### src/rtl/wbr_pkg.sv
// Shared definitions for the input-side wrapper boundary register.
// Provides the 2-bit wrapper mode type and its four encodings.
package wbr_pkg;

  typedef logic [1:0] wbr_mode_t;

  localparam wbr_mode_t WBR_FUNC   = 2'b00;
  localparam wbr_mode_t WBR_INTEST = 2'b01;
  localparam wbr_mode_t WBR_EXTEST = 2'b10;
  localparam wbr_mode_t WBR_BYPASS = 2'b11;

endpackage

### src/rtl/wbr_cell.sv
// One boundary-register cell: a shift flop and an update flop.
// Ports:
//   CLK, resetn  clock, async active-low reset
//   i_si         serial input from the upstream cell (or wsi)
//   i_cap_d      functional value captured on i_capture
//   i_shift      shift this cycle (has priority over capture)
//   i_capture    capture i_cap_d into the shift flop
//   i_update     copy the shift flop into the update flop
//   o_so         shift flop output (serial toward the next cell)
//   o_upd        update flop output
module wbr_cell (
  input  logic CLK,
  input  logic resetn,
  input  logic i_si,
  input  logic i_cap_d,
  input  logic i_shift,
  input  logic i_capture,
  input  logic i_update,
  output logic o_so,
  output logic o_upd
);

  logic r_sh;
  logic r_upd;

  always_ff @(posedge CLK or negedge resetn) begin
    if (!resetn)        r_sh <= 1'b0;
    else if (i_shift)   r_sh <= i_si;
    else if (i_capture) r_sh <= i_cap_d;
  end

  always_ff @(posedge CLK or negedge resetn) begin
    if (!resetn)       r_upd <= 1'b0;
    else if (i_update) r_upd <= r_sh;
  end

  assign o_so  = r_sh;
  assign o_upd = r_upd;

endmodule

### src/rtl/wbr_input_chain.sv
// Input-side wrapper boundary register: WIDTH data cells plus one ready
// cell (chain length L = WIDTH+1), a bypass flop, a scan-load counter and
// the core-side mode mux.
// Ports:
//   CLK, resetn       clock, async active-low reset
//   wsi / wso         wrapper serial in / out
//   din, ready_in     functional inputs from chip pins
//   wse, wce, wue     shift / capture / update enables
//   hold_inputs       in EXTEST, drive safe values into the core
//   mode              00 FUNC, 01 INTEST, 10 EXTEST, 11 BYPASS
//   core_din, core_ready  values driven into the core
//   shift_done        1-cycle pulse after L consecutive chain shifts
module wbr_input_chain
  import wbr_pkg::*;
#(
  parameter int              WIDTH    = 8,
  parameter logic [WIDTH-1:0] SAFE_VAL = '0,
  parameter logic            SAFE_RDY = 1'b0
) (
  input  logic             CLK,
  input  logic             resetn,
  input  logic             wsi,
  input  logic [WIDTH-1:0] din,
  input  logic             ready_in,
  input  logic             wse,
  input  logic             wce,
  input  logic             wue,
  input  logic             hold_inputs,
  input  wbr_mode_t        mode,
  output logic [WIDTH-1:0] core_din,
  output logic             core_ready,
  output logic             wso,
  output logic             shift_done
);

  localparam int L  = WIDTH + 1;
  localparam int CW = $clog2(L + 1);
  localparam logic [CW-1:0] CNT_LAST = CW'(L - 1);

  logic         w_byp_mode;
  logic         w_chain_shift;
  logic         w_cap;
  logic         w_upd;
  logic [L-1:0] w_sh;
  logic [L-1:0] w_si;
  logic [L-1:0] w_cap_d;
  logic [L-1:0] w_upd_q;

  logic          r_byp;
  logic [CW-1:0] r_cnt;
  logic          r_done;
  wbr_mode_t     r_mode_q;

  // Bypass freezes the chain entirely; shift outranks capture and update.
  assign w_byp_mode    = (mode == WBR_BYPASS);
  assign w_chain_shift = wse & ~w_byp_mode;
  assign w_cap         = wce & ~wse & ~w_byp_mode;
  assign w_upd         = wue & ~wse & ~w_byp_mode;

  // Chain shifts toward index 0; wsi enters the ready cell at the top.
  assign w_si    = {wsi, w_sh[L-1:1]};
  assign w_cap_d = {ready_in, din};

  for (genvar i = 0; i < L; i++) begin : g_cell
    wbr_cell u_cell (
      .CLK       (CLK),
      .resetn    (resetn),
      .i_si      (w_si[i]),
      .i_cap_d   (w_cap_d[i]),
      .i_shift   (w_chain_shift),
      .i_capture (w_cap),
      .i_update  (w_upd),
      .o_so      (w_sh[i]),
      .o_upd     (w_upd_q[i])
    );
  end

  always_ff @(posedge CLK or negedge resetn) begin
    if (!resetn)                 r_byp <= 1'b0;
    else if (wse && w_byp_mode)  r_byp <= wsi;
  end

  // Previous-cycle mode, used only to detect mode changes. Left out of
  // reset so that a reset pulse mid-load does not look like a mode change
  // and swallow the first shift after release.
  always_ff @(posedge CLK) r_mode_q <= mode;

  always_ff @(posedge CLK or negedge resetn) begin
    if (!resetn) begin
      r_cnt  <= '0;
      r_done <= 1'b0;
    end else begin
      r_done <= 1'b0;
      if (!w_chain_shift || (mode != r_mode_q)) begin
        r_cnt <= '0;
      end else if (r_cnt == CNT_LAST) begin
        r_cnt  <= '0;
        r_done <= 1'b1;
      end else begin
        r_cnt <= r_cnt + CW'(1);
      end
    end
  end

  assign shift_done = r_done;
  assign wso        = w_byp_mode ? r_byp : w_sh[0];

  always_comb begin
    core_din   = din;
    core_ready = ready_in;
    case (mode)
      WBR_INTEST: {core_ready, core_din} = w_upd_q;
      WBR_EXTEST: begin
        if (hold_inputs) begin
          core_din   = SAFE_VAL;
          core_ready = SAFE_RDY;
        end
      end
      default: ;
    endcase
  end

endmodule
### config.mk
export PLATFORM = sky130hd
export DESIGN_NAME = wbr_input_chain
export DESIGN_NICKNAME = d
export VERILOG_FILES = /design/src/rtl/wbr_pkg.sv /design/src/rtl/wbr_cell.sv /design/src/rtl/wbr_input_chain.sv
export SDC_FILE = /design/constraint.sdc
export NUM_CORES = 1
export LEC_CHECK = 0
export CAP_MARGIN = 20
export CORE_MARGIN = 2
export CORE_UTILIZATION = 61
export DETAILED_ROUTE_END_ITERATION = 12
export DONT_BUFFER_PORTS = 1
export PLACE_DENSITY = 0.87
export SYNTH_ARGS = -nofsm -noshare
export SYNTH_HDL_FRONTEND = slang
export SYNTH_SLANG_ARGS = --single-unit
export TNS_END_PERCENT = 30
### constraint.sdc
create_clock -name CLK -period 1.8 [get_ports CLK]
set_input_delay 0.36 -clock CLK [delete_from_list [all_inputs] [get_ports CLK]]
set_output_delay 0.36 -clock CLK [all_outputs]
set_load 0.1 [all_outputs]
==> metrics.cfg, run 1 <==
[status]
outcome=completed

[sta]
finalSetupViolations=0
tightestPinTransition_ns=0.479
worst_slack_ns=0.0548
finalMaxSlewViolations=0
setup_tns_ns=0
max_freq_ghz=0.573
skew_ns=0.00909
finalCriticalPeriod_ns=1.75
relSlewSlack=0.679
hold_violations=0
rsz0062_at_grt=false
period_share=0.970

[synth]
ys_top_cells_by_count=dfrtp_1 (24), a21oi_1 (10)
synth_simple_gate_area_share=0.110
ys_seq_elements=26
netlist_area_sq_mm=0.00132
synth.top_cell.area_share=0.454
synth_top_family_by_area=compound AO/OA/AOI/OAI gates
ys_seq_area_frac=0.484
synth_edf_count=0
ys_top_cells_by_area=dfrtp_1 (45%), mux2_2 (7.7%), a22o_1 (6.0%), a22oi_1 (5.1%), ha_1 (4.7%)
synthFlopType=dfrtp_1
yosysMostFrequentCell=dfrtp_1
muxShareOfSynthArea=0.101
postSynthCellCount=124
synth_cell_types=26
syn_nets=147
synth_compound_area_frac=0.193
yosysWarningCount=0
avgSynthCellArea_sq_um=10.7
synth_xor_area_frac=0.0132
synth_fa_ha_area_frac=0.0473
async_reset_ff_frac=0.923
yosysTopAreaCell=dfrtp_1

[drt]
drt_iter0_drc=54
drt_first_pass_iters=4
wl_per_cell_microns=21.1
dr_total_vias=1112
wirelength_microns=3560
vias_per_cell=6.58
drc=0
drtAntennaViolNets=0

[finish]
area_growth_pct=27.2
diodes=0
final_nets=166
fin_area_sq_mm=0.00168
final_util=0.841
drive_gt1_frac=0.324

[global_routing]
antenna_found_initial=0
met2_usage=0.454
grt-busiest-layer=met2
met3_usage=0.0565
grt_pass1_vias=1076
grt_use_total=0.273
use_met1=0.343
grt_pass1_wl_microns=5070
grt-ovfl-total=0
grt_max_degree=25

[floorplanning]
core_area_sq_mm=0.00200
die_w_microns=50.6
start_util=0.661
ios=29
fp.dieArea_sq_mm=0.00256
row_count=16
fp.dieH_microns=50.6

[run]
maxCapViolCount=0

[min_path]
hold_path.class=input port to register
hp-start=mode[0]

[clocking]
cts_buffer_depth=2
cts_setup_buffers=0
clk_pin_slew_ns=0.13
clkSinkCount=26
tritoncts=done
numCtsBuffers=3
htree_levels=1
cts_root_buf=clkbuf_4
insertion_delay_ns=0.33

[critical_path]
crit_fanout=5
arrival_ns=1.39
crit_path_start_kind=input port
critPathLaunch=mode[0]
cp.required_ns=1.44
rr_startpoint=r_cnt[0]
crit_path_end_kind=primary output
critPathKind=input port to primary output

[placed_design]
finalWeightedCongestion=0.792
dp_hpwl_microns=2100
place_ws_ns=-0.0426
port_buffers=0
place_area_sq_mm=0.00158

[power_and_ir_drop]
irDropWorstVdd_uv=732
leakage_nw=0.759
power_mw=1.66
power_density_mw_per_mm2=984

worst max-delay path, stage by stage:
cell and delay, ns:
inv_1 0.09, ha_4 0.23, a21o_2 0.24, a22o_2 0.30
buf_12 0.17
worst paths after layout:
path	end	slack (ns)	cells after the start
worst max-delay path	core_ready	0.05	5
worst min register to register	g_cell[8].u_cell.o_upd	0.52	1
worst max register to register	r_cnt[0]	0.71	5
worst min-delay path	r_mode_q[0]	0.05	0
max in group asynchronous	g_cell[8].u_cell.o_so	0.92	2
min in group asynchronous	g_cell[1].u_cell.o_so	0.40	1
placed cells by master (no fill, tap or decap):
cell / Yosys / final
a21o_2: 0 / 1
a21o_4: 0 / 1
a21oi_1: 10 / 10
a22o_2: 0 / 9
a22oi_1: 9 / 9
a31oi_1: 1 / 1
and2b_1: 6 / 6
buf_12: 0 / 10
buf_4: 2 / 8
buf_8: 0 / 1
clkbuf_4: 0 / 3
clkbuf_8: 0 / 1
dfrtp_1: 24 / 24
dfxtp_1: 2 / 2
dlygate4sd3_1: 0 / 1
ha_1: 5 / 4
ha_4: 0 / 1
inv_1: 7 / 7
inv_2: 1 / 1
mux2_1: 2 / 2
mux2_2: 9 / 9
mux2i_1: 1 / 1
nand2_1: 3 / 3
nand3_1: 3 / 3
nand3b_1: 1 / 1
nor2_1: 4 / 4
nor2b_1: 6 / 5
nor2b_2: 0 / 1
nor3b_1: 1 / 1
o21ai_1: 9 / 9
or3_1: 1 / 1
xnor2_1: 2 / 2
cell families after synthesis:
family,Yosys count
xor+xnor,2
mux,12
buf+inv,15
fa+ha+maj,5
flops,26
simple gates,25
compound gates,39
layout make-up:
cell class | count | area [sq um]
tap | 27 | 33.8
fill | 102 | 319
inverter | 8 | 30.0
clock buffer | 4 | 36.3
sequential | 26 | 641
multi-input combinational | 84 | 657
timing repair buffer | 20 | 285
repair_timing:
| item | in CTS | in global routing |
|---|---|---|
| pin swaps | 0 | 0 |
| hold endpoints to repair | 24 | 0 |
| gates resized for setup | 2 | 4 |
| endpoints found under the setup margin | 9 | 2 |
| hold buffers | 1 | 0 |
| gates cloned | 0 | 2 |
routing by layer:
layer	vias to the layer above	wire (microns)
met5	-	0
met4	0	163
met3	22	349
met2	87	1790
met1	523	1260
li1	480	-
through the flow:
stage,cells,hold slack [ns]
floorplan,124,0.0644
global placement,161,0.0650
detailed placement,161,0.0651
CTS,166,0.0367
global route,169,0.0225
finish,169,0.0458
registers in the layout, indices dropped and copies added (netlist names):
signal / count
shift_done: 1
g_cell.u_cell.o_so: 9
r_byp: 1
g_cell.u_cell.o_upd: 9
r_cnt: 4
r_mode_q: 2
where the power goes:
group,switching [mW],internal [mW]
logic,0.351,0.251
registers,0.0729,0.678
clock network,0.177,0.124
total,0.602,1.05
Power figures use the tool's default switching activity.
==> run 2: changes to the inputs <==
--- a/config.mk
+++ b/config.mk
@@ -8,9 +8,11 @@
 export CAP_MARGIN = 20
 export CORE_MARGIN = 2
 export CORE_UTILIZATION = 61
+export CTS_CLUSTER_DIAMETER = 150
 export DETAILED_ROUTE_END_ITERATION = 12
 export DONT_BUFFER_PORTS = 1
 export PLACE_DENSITY = 0.87
+export SLEW_MARGIN = 20
 export SYNTH_ARGS = -nofsm -noshare
 export SYNTH_HDL_FRONTEND = slang
 export SYNTH_SLANG_ARGS = --single-unit
==> run 2 against run 1 <==
Effect of this change:
- the run now ends with hold timing left
- highest routed layer unchanged
- sequential share of layout area up 0.46 points
- utilization decreased by 1.0 points
- clock-buffer cell count unchanged
- largest cell class unchanged
==> metrics.cfg, run 2 (same netlist as run 1, synthesis figures left out) <==
[clocking]
clkSinkCount=26  ; unchanged
numCtsBuffers=3  ; unchanged
clk_pin_slew_ns=0.14  ; was 0.13 ns
insertion_delay_ns=0.33  ; about the same
cts_buffer_depth=2  ; unchanged
cts_root_buf=clkbuf_4  ; unchanged
htree_levels=1  ; unchanged
tritoncts=done  ; unchanged
cts_setup_buffers=0  ; unchanged

[critical_path]
arrival_ns=1.36  ; was 1.39 ns
crit_path_end_kind=primary output  ; unchanged
rr_startpoint=r_cnt[0]  ; unchanged
critPathKind=input port to primary output  ; unchanged
cp.required_ns=1.44  ; about the same
crit_fanout=5  ; unchanged
rr_endpoint=r_cnt[2]  ; was r_cnt[0]
rrSetupSlack_ns=0.71  ; about the same
crit_path_start_kind=input port  ; unchanged
rr_worst_depth=5  ; unchanged

[placed_design]
dp_hpwl_microns=2100  ; unchanged
place_ws_ns=-0.0426  ; unchanged
finalWeightedCongestion=0.792  ; unchanged
dp.cells=161  ; unchanged
port_buffers=0  ; unchanged

[finish]
layoutNonFillerInstCount=168  ; was 169
drive_gt1_frac=0.326  ; was 0.324
final_nets=165  ; was 166
diodes=0  ; unchanged
final_cell_mix=dfrtp_1 (24), a21oi_1 (10), buf_12 (10)  ; unchanged
final_common_cell=dfrtp_1  ; unchanged
area_growth_pct=25.7  ; was 27.2%

[drt]
wirelength_microns=3430  ; was 3560 microns
wl_per_cell_microns=20.4  ; was 21.1 microns
drt_iter0_drc=48  ; was 54
vias_per_cell=6.43  ; was 6.58
drt_first_pass_iters=4  ; unchanged
drc=0  ; unchanged
drtAntennaViolNets=0  ; unchanged
dr_total_vias=1080  ; was 1112

[sta]
finalSetupViolations=0  ; unchanged
finalMaxSlewViolations=0  ; unchanged
skew_ns=0.00383  ; was 0.00909 ns
max_freq_ghz=0.581  ; was 0.573 GHz
worst_slack_ns=0.0778  ; was 0.0548 ns
finalCriticalPeriod_ns=1.72  ; was 1.75 ns
rsz0062_at_grt=false  ; unchanged
hold_ws_ns=-0.0163  ; was 0.0458 ns
tightestPinTransition_ns=0.539  ; was 0.479 ns
relSlewSlack=0.641  ; was 0.679
hold_violations=24  ; was 0
period_share=0.957  ; was 0.970
setup_tns_ns=0  ; unchanged

[floorplanning]
die_w_microns=50.6  ; unchanged
row_count=16  ; unchanged
fp.dieH_microns=50.6  ; unchanged
core_area_sq_mm=0.00200  ; unchanged
ios=29  ; unchanged
start_util=0.661  ; unchanged
fp.dieArea_sq_mm=0.00256  ; unchanged

[global_routing]
grt_max_degree=25  ; unchanged
grt-ovfl-total=0  ; unchanged
grt_pass1_wl_microns=5070  ; unchanged
antenna_found_initial=0  ; unchanged
grt_use_total=0.273  ; unchanged
grt_pass1_vias=1076  ; unchanged

[power_and_ir_drop]
irDropWorstVdd_uv=682  ; was 732 uV
power_density_mw_per_mm2=992  ; was 984 mW/mm^2
power_mw=1.65  ; was 1.66 mW
leakage_nw=0.752  ; was 0.759 nW

[run]
maxCapViolCount=0  ; unchanged

[min_path]
hold_path.class=input port to asynchronous set/reset pin  ; was input port to register

[status]
failed_checks=hold timing
outcome=complete, but fails checks  ; was completed

==> run 2: cell types whose count changed in the layout (fill, tap and decap cells not counted), sizes merged <==
cell	change
dlygate4sd3	-1
==> run 2: what timing repair did <==
action,in CTS,in global routing
gates resized for setup,2,4
hold buffers,1,0
gates cloned,0,2
endpoints found under the hold margin,24,0
endpoints found under the setup margin,9,2
==> run 2: worst max-delay path, stage by stage <==
cell    delay [ns]
inv_1         0.04
ha_4          0.26
a21o_2        0.24
a22o_2        0.29
buf_12        0.17
==> run 2: worst max path at each step <==
stage / endpoint / startpoint / cells after the start / slack, ns
2_1_floorplan: core_din[0] / mode[0] / 5 / -0.10
3_3_place_gp: core_din[0] / mode[0] / 5 / -0.01
3_5_place_dp: core_din[5] / mode[0] / 5 / -0.04
4_1_cts: core_din[5] / mode[0] / 5 / 0.04
5_1_grt: core_ready / mode[0] / 5 / 0.06
6_report: core_din[0] / mode[0] / 5 / 0.08
==> run 2: layout make-up <==
type | count | area [sq um]
Multi-Input combinational cell | 84 | 657
Tap cell | 27 | 33.8
Sequential cell | 26 | 641
Timing Repair Buffer | 19 | 265
Inverter | 8 | 30.0
Clock buffer | 4 | 36.3
Fill cell | 104 | 339
==> run 2: per-layer routing <==
layer | GRT usage | wire (microns) | up-vias
met5 | 0 | 0 | -
met4 | 0.122 | 118 | 0
met3 | 0.0565 | 318 | 15
met2 | 0.454 | 1760 | 72
met1 | 0.343 | 1230 | 517
li1 | - | - | 476
==> run 2: metrics by stage <==
stage          hold WS, ns  instance area (sq um)  utilization
6_report           -0.0163                   1660        0.831
5_1_grt            0.00894                   1660        0.831
4_1_cts             0.0367                   1640        0.818
3_5_place_dp        0.0651                   1580        0.791
3_3_place_gp        0.0650                   1580        0.791
2_1_floorplan       0.0644                   1330            -
==> run 2: power breakdown <==
part           total (mW)  internal (mW)  switching, mW  leakage [nW]
Sequential          0.751          0.678         0.0727         0.324
Clock               0.303          0.124          0.179        0.0210
Combinational       0.595          0.248          0.347         0.407
Total                1.65           1.05          0.599         0.752
==> run 3: changes to the inputs <==
--- a/config.mk
+++ b/config.mk
@@ -5,6 +5,7 @@
 export SDC_FILE = /design/constraint.sdc
 export NUM_CORES = 1
 export LEC_CHECK = 0
+export ABC_CLOCK_PERIOD_IN_PS = 1800
 export CAP_MARGIN = 20
 export CORE_MARGIN = 2
 export CORE_UTILIZATION = 61
@@ -12,6 +13,7 @@
 export DETAILED_ROUTE_END_ITERATION = 12
 export DONT_BUFFER_PORTS = 1
 export PLACE_DENSITY = 0.87
+export SKIP_CTS_REPAIR_TIMING = 1
 export SLEW_MARGIN = 20
 export SYNTH_ARGS = -nofsm -noshare
 export SYNTH_HDL_FRONTEND = slang
==> run 3 against run 2 <==
Effect of this change:
- clock power hardly changed
- critical path type unchanged
- largest cell class is now flip-flops and latches
- routed wire length fell by 8.1%
- worst setup slack lost 0.068 ns
- maximum frequency down 3.8%
- worst hold slack improved by 0.060 ns
- the run now ends clean
- first-iteration DRC count is 50% lower
==> metrics.cfg, run 3 (same netlist as run 1, synthesis figures left out) <==
[status]
outcome=completed  ; was complete, but fails checks

[global_routing]
grt_pass1_wl_microns=4980  ; was 5070 microns
antenna_found_initial=0  ; unchanged
grt_use_total=0.267  ; was 0.273
grt_max_degree=25  ; unchanged
grt-ovfl-total=0  ; unchanged
grt_pass1_vias=1048  ; was 1076

[critical_path]
critPathLaunch=mode[0]  ; unchanged
crit_path_end_kind=primary output  ; unchanged
crit_fanout=9  ; was 5
rr_worst_depth=5  ; unchanged
cp.required_ns=1.44  ; about the same
rrSetupSlack_ns=0.71  ; about the same
arrival_ns=1.43  ; was 1.36 ns
endpoint=core_din[5]  ; was core_din[0]
critPathKind=input port to primary output  ; unchanged
crit_path_start_kind=input port  ; unchanged
rr_startpoint=r_cnt[0]  ; unchanged
rr_endpoint=r_cnt[2]  ; unchanged

[clocking]
cts_root_buf=clkbuf_4  ; unchanged
tritoncts=done  ; unchanged
numCtsBuffers=3  ; unchanged
cts_buffer_depth=2  ; unchanged
clkSinkCount=26  ; unchanged
clk_pin_slew_ns=0.13  ; was 0.14 ns
insertion_delay_ns=0.33  ; about the same
htree_levels=1  ; unchanged

[floorplanning]
fp.dieH_microns=50.6  ; unchanged
fp.dieArea_sq_mm=0.00256  ; unchanged
die_w_microns=50.6  ; unchanged
start_util=0.661  ; unchanged
core_area_sq_mm=0.00200  ; unchanged
row_count=16  ; unchanged
ios=29  ; unchanged

[finish]
area_growth_pct=26.0  ; was 25.7%
multi_input_area_sq_um=636  ; was 657 sq um
diodes=0  ; unchanged
drive_gt1_frac=0.312  ; was 0.326
final_nets=165  ; unchanged
final_cell_mix=dfrtp_1 (24), buf_12 (11), a21oi_1 (10)  ; was dfrtp_1 (24), a21oi_1 (10), buf_12 (10)
final_common_cell=dfrtp_1  ; unchanged
seq_area_sq_um=641  ; unchanged
fillCellCount=111  ; was 104

[sta]
max_freq_ghz=0.559  ; was 0.581 GHz
period_share=0.995  ; was 0.957
tightestPinTransition_ns=0.277  ; was 0.539 ns
hold_violations=0  ; was 24
worst_slack_ns=0.00988  ; was 0.0778 ns
hold_ws_ns=0.0435  ; was -0.0163 ns
finalSetupViolations=0  ; unchanged
relSlewSlack=0.817  ; was 0.641
finalMaxSlewViolations=0  ; unchanged
skew_ns=0.00667  ; was 0.00383 ns
finalCriticalPeriod_ns=1.79  ; was 1.72 ns

[run]
maxCapViolCount=0  ; unchanged

[placed_design]
finalWeightedCongestion=0.792  ; unchanged
dp_hpwl_microns=2100  ; unchanged
port_buffers=0  ; unchanged
place_ws_ns=-0.0426  ; unchanged

[power_and_ir_drop]
power_density_mw_per_mm2=980  ; was 992 mW/mm^2
power_mw=1.63  ; was 1.65 mW
irDropWorstVdd_uv=667  ; was 682 uV
leakage_nw=0.756  ; was 0.752 nW

[drt]
wirelength_microns=3150  ; was 3430 microns
drc=0  ; unchanged
drtAntennaViolNets=0  ; unchanged
drt_iter0_drc=24  ; was 48
drt_first_pass_iters=4  ; unchanged
wl_per_cell_microns=18.8  ; was 20.4 microns
vias_per_cell=6.21  ; was 6.43
dr_total_vias=1044  ; was 1080

[min_path]
hold_path.class=input port to register  ; was input port to asynchronous set/reset pin

run 3: power by group:
| part | total, mW | switching (mW) | internal (mW) | leakage (nW) |
|---|---|---|---|---|
| Sequential | 0.747 | 0.0685 | 0.678 | 0.324 |
| Clock | 0.301 | 0.176 | 0.124 | 0.0210 |
| Combinational | 0.586 | 0.339 | 0.247 | 0.411 |
| Total | 1.63 | 0.584 | 1.05 | 0.756 |
run 3: cell type report:
class	instances	share of cell area
inverter	8	0.0180
sequential	26	0.384
multi-input combinational	83	0.381
tap	27	0.0203
timing repair buffer	20	0.174
clock buffer	4	0.0218
run 3: layer usage:
| layer | wire [microns] | global-route usage | up-vias |
|---|---|---|---|
| met4 | 52 | 0.104 | 0 |
| li1 | - | - | 474 |
| met2 | 1650 | 0.434 | 52 |
| met3 | 252 | 0.0625 | 7 |
| met5 | 0 | 0 | - |
| met1 | 1200 | 0.347 | 511 |
run 3: worst min-delay path by stage:
stage,from,endpoint,depth (start not counted)
floorplan,resetn,g_cell[0].u_cell.o_so,0
finish,mode[1],r_mode_q[1],0
detailed placement,resetn,r_cnt[3],0
global placement,resetn,r_cnt[3],0
CTS,resetn,g_cell[4].u_cell.o_upd,0
global route,mode[1],r_mode_q[1],0
run 3: worst max-delay path, stage by stage:
cell,delay [ns]
inv_1,0.02
ha_1,0.33
a21o_4,0.25
a22o_2,0.29
buf_12,0.17
run 3: per-stage QoR:
stage / cells / utilization / setup TNS (ns) / instance area [sq um]
CTS: 165 / 0.809 / -0.330 / 1620
detailed placement: 161 / 0.791 / -0.294 / 1580
global route: 168 / 0.833 / -0.0139 / 1670
finish: 168 / 0.833 / 0 / 1670
global placement: 161 / 0.791 / -0.0752 / 1580
floorplan: 124 / - / -0.917 / 1330
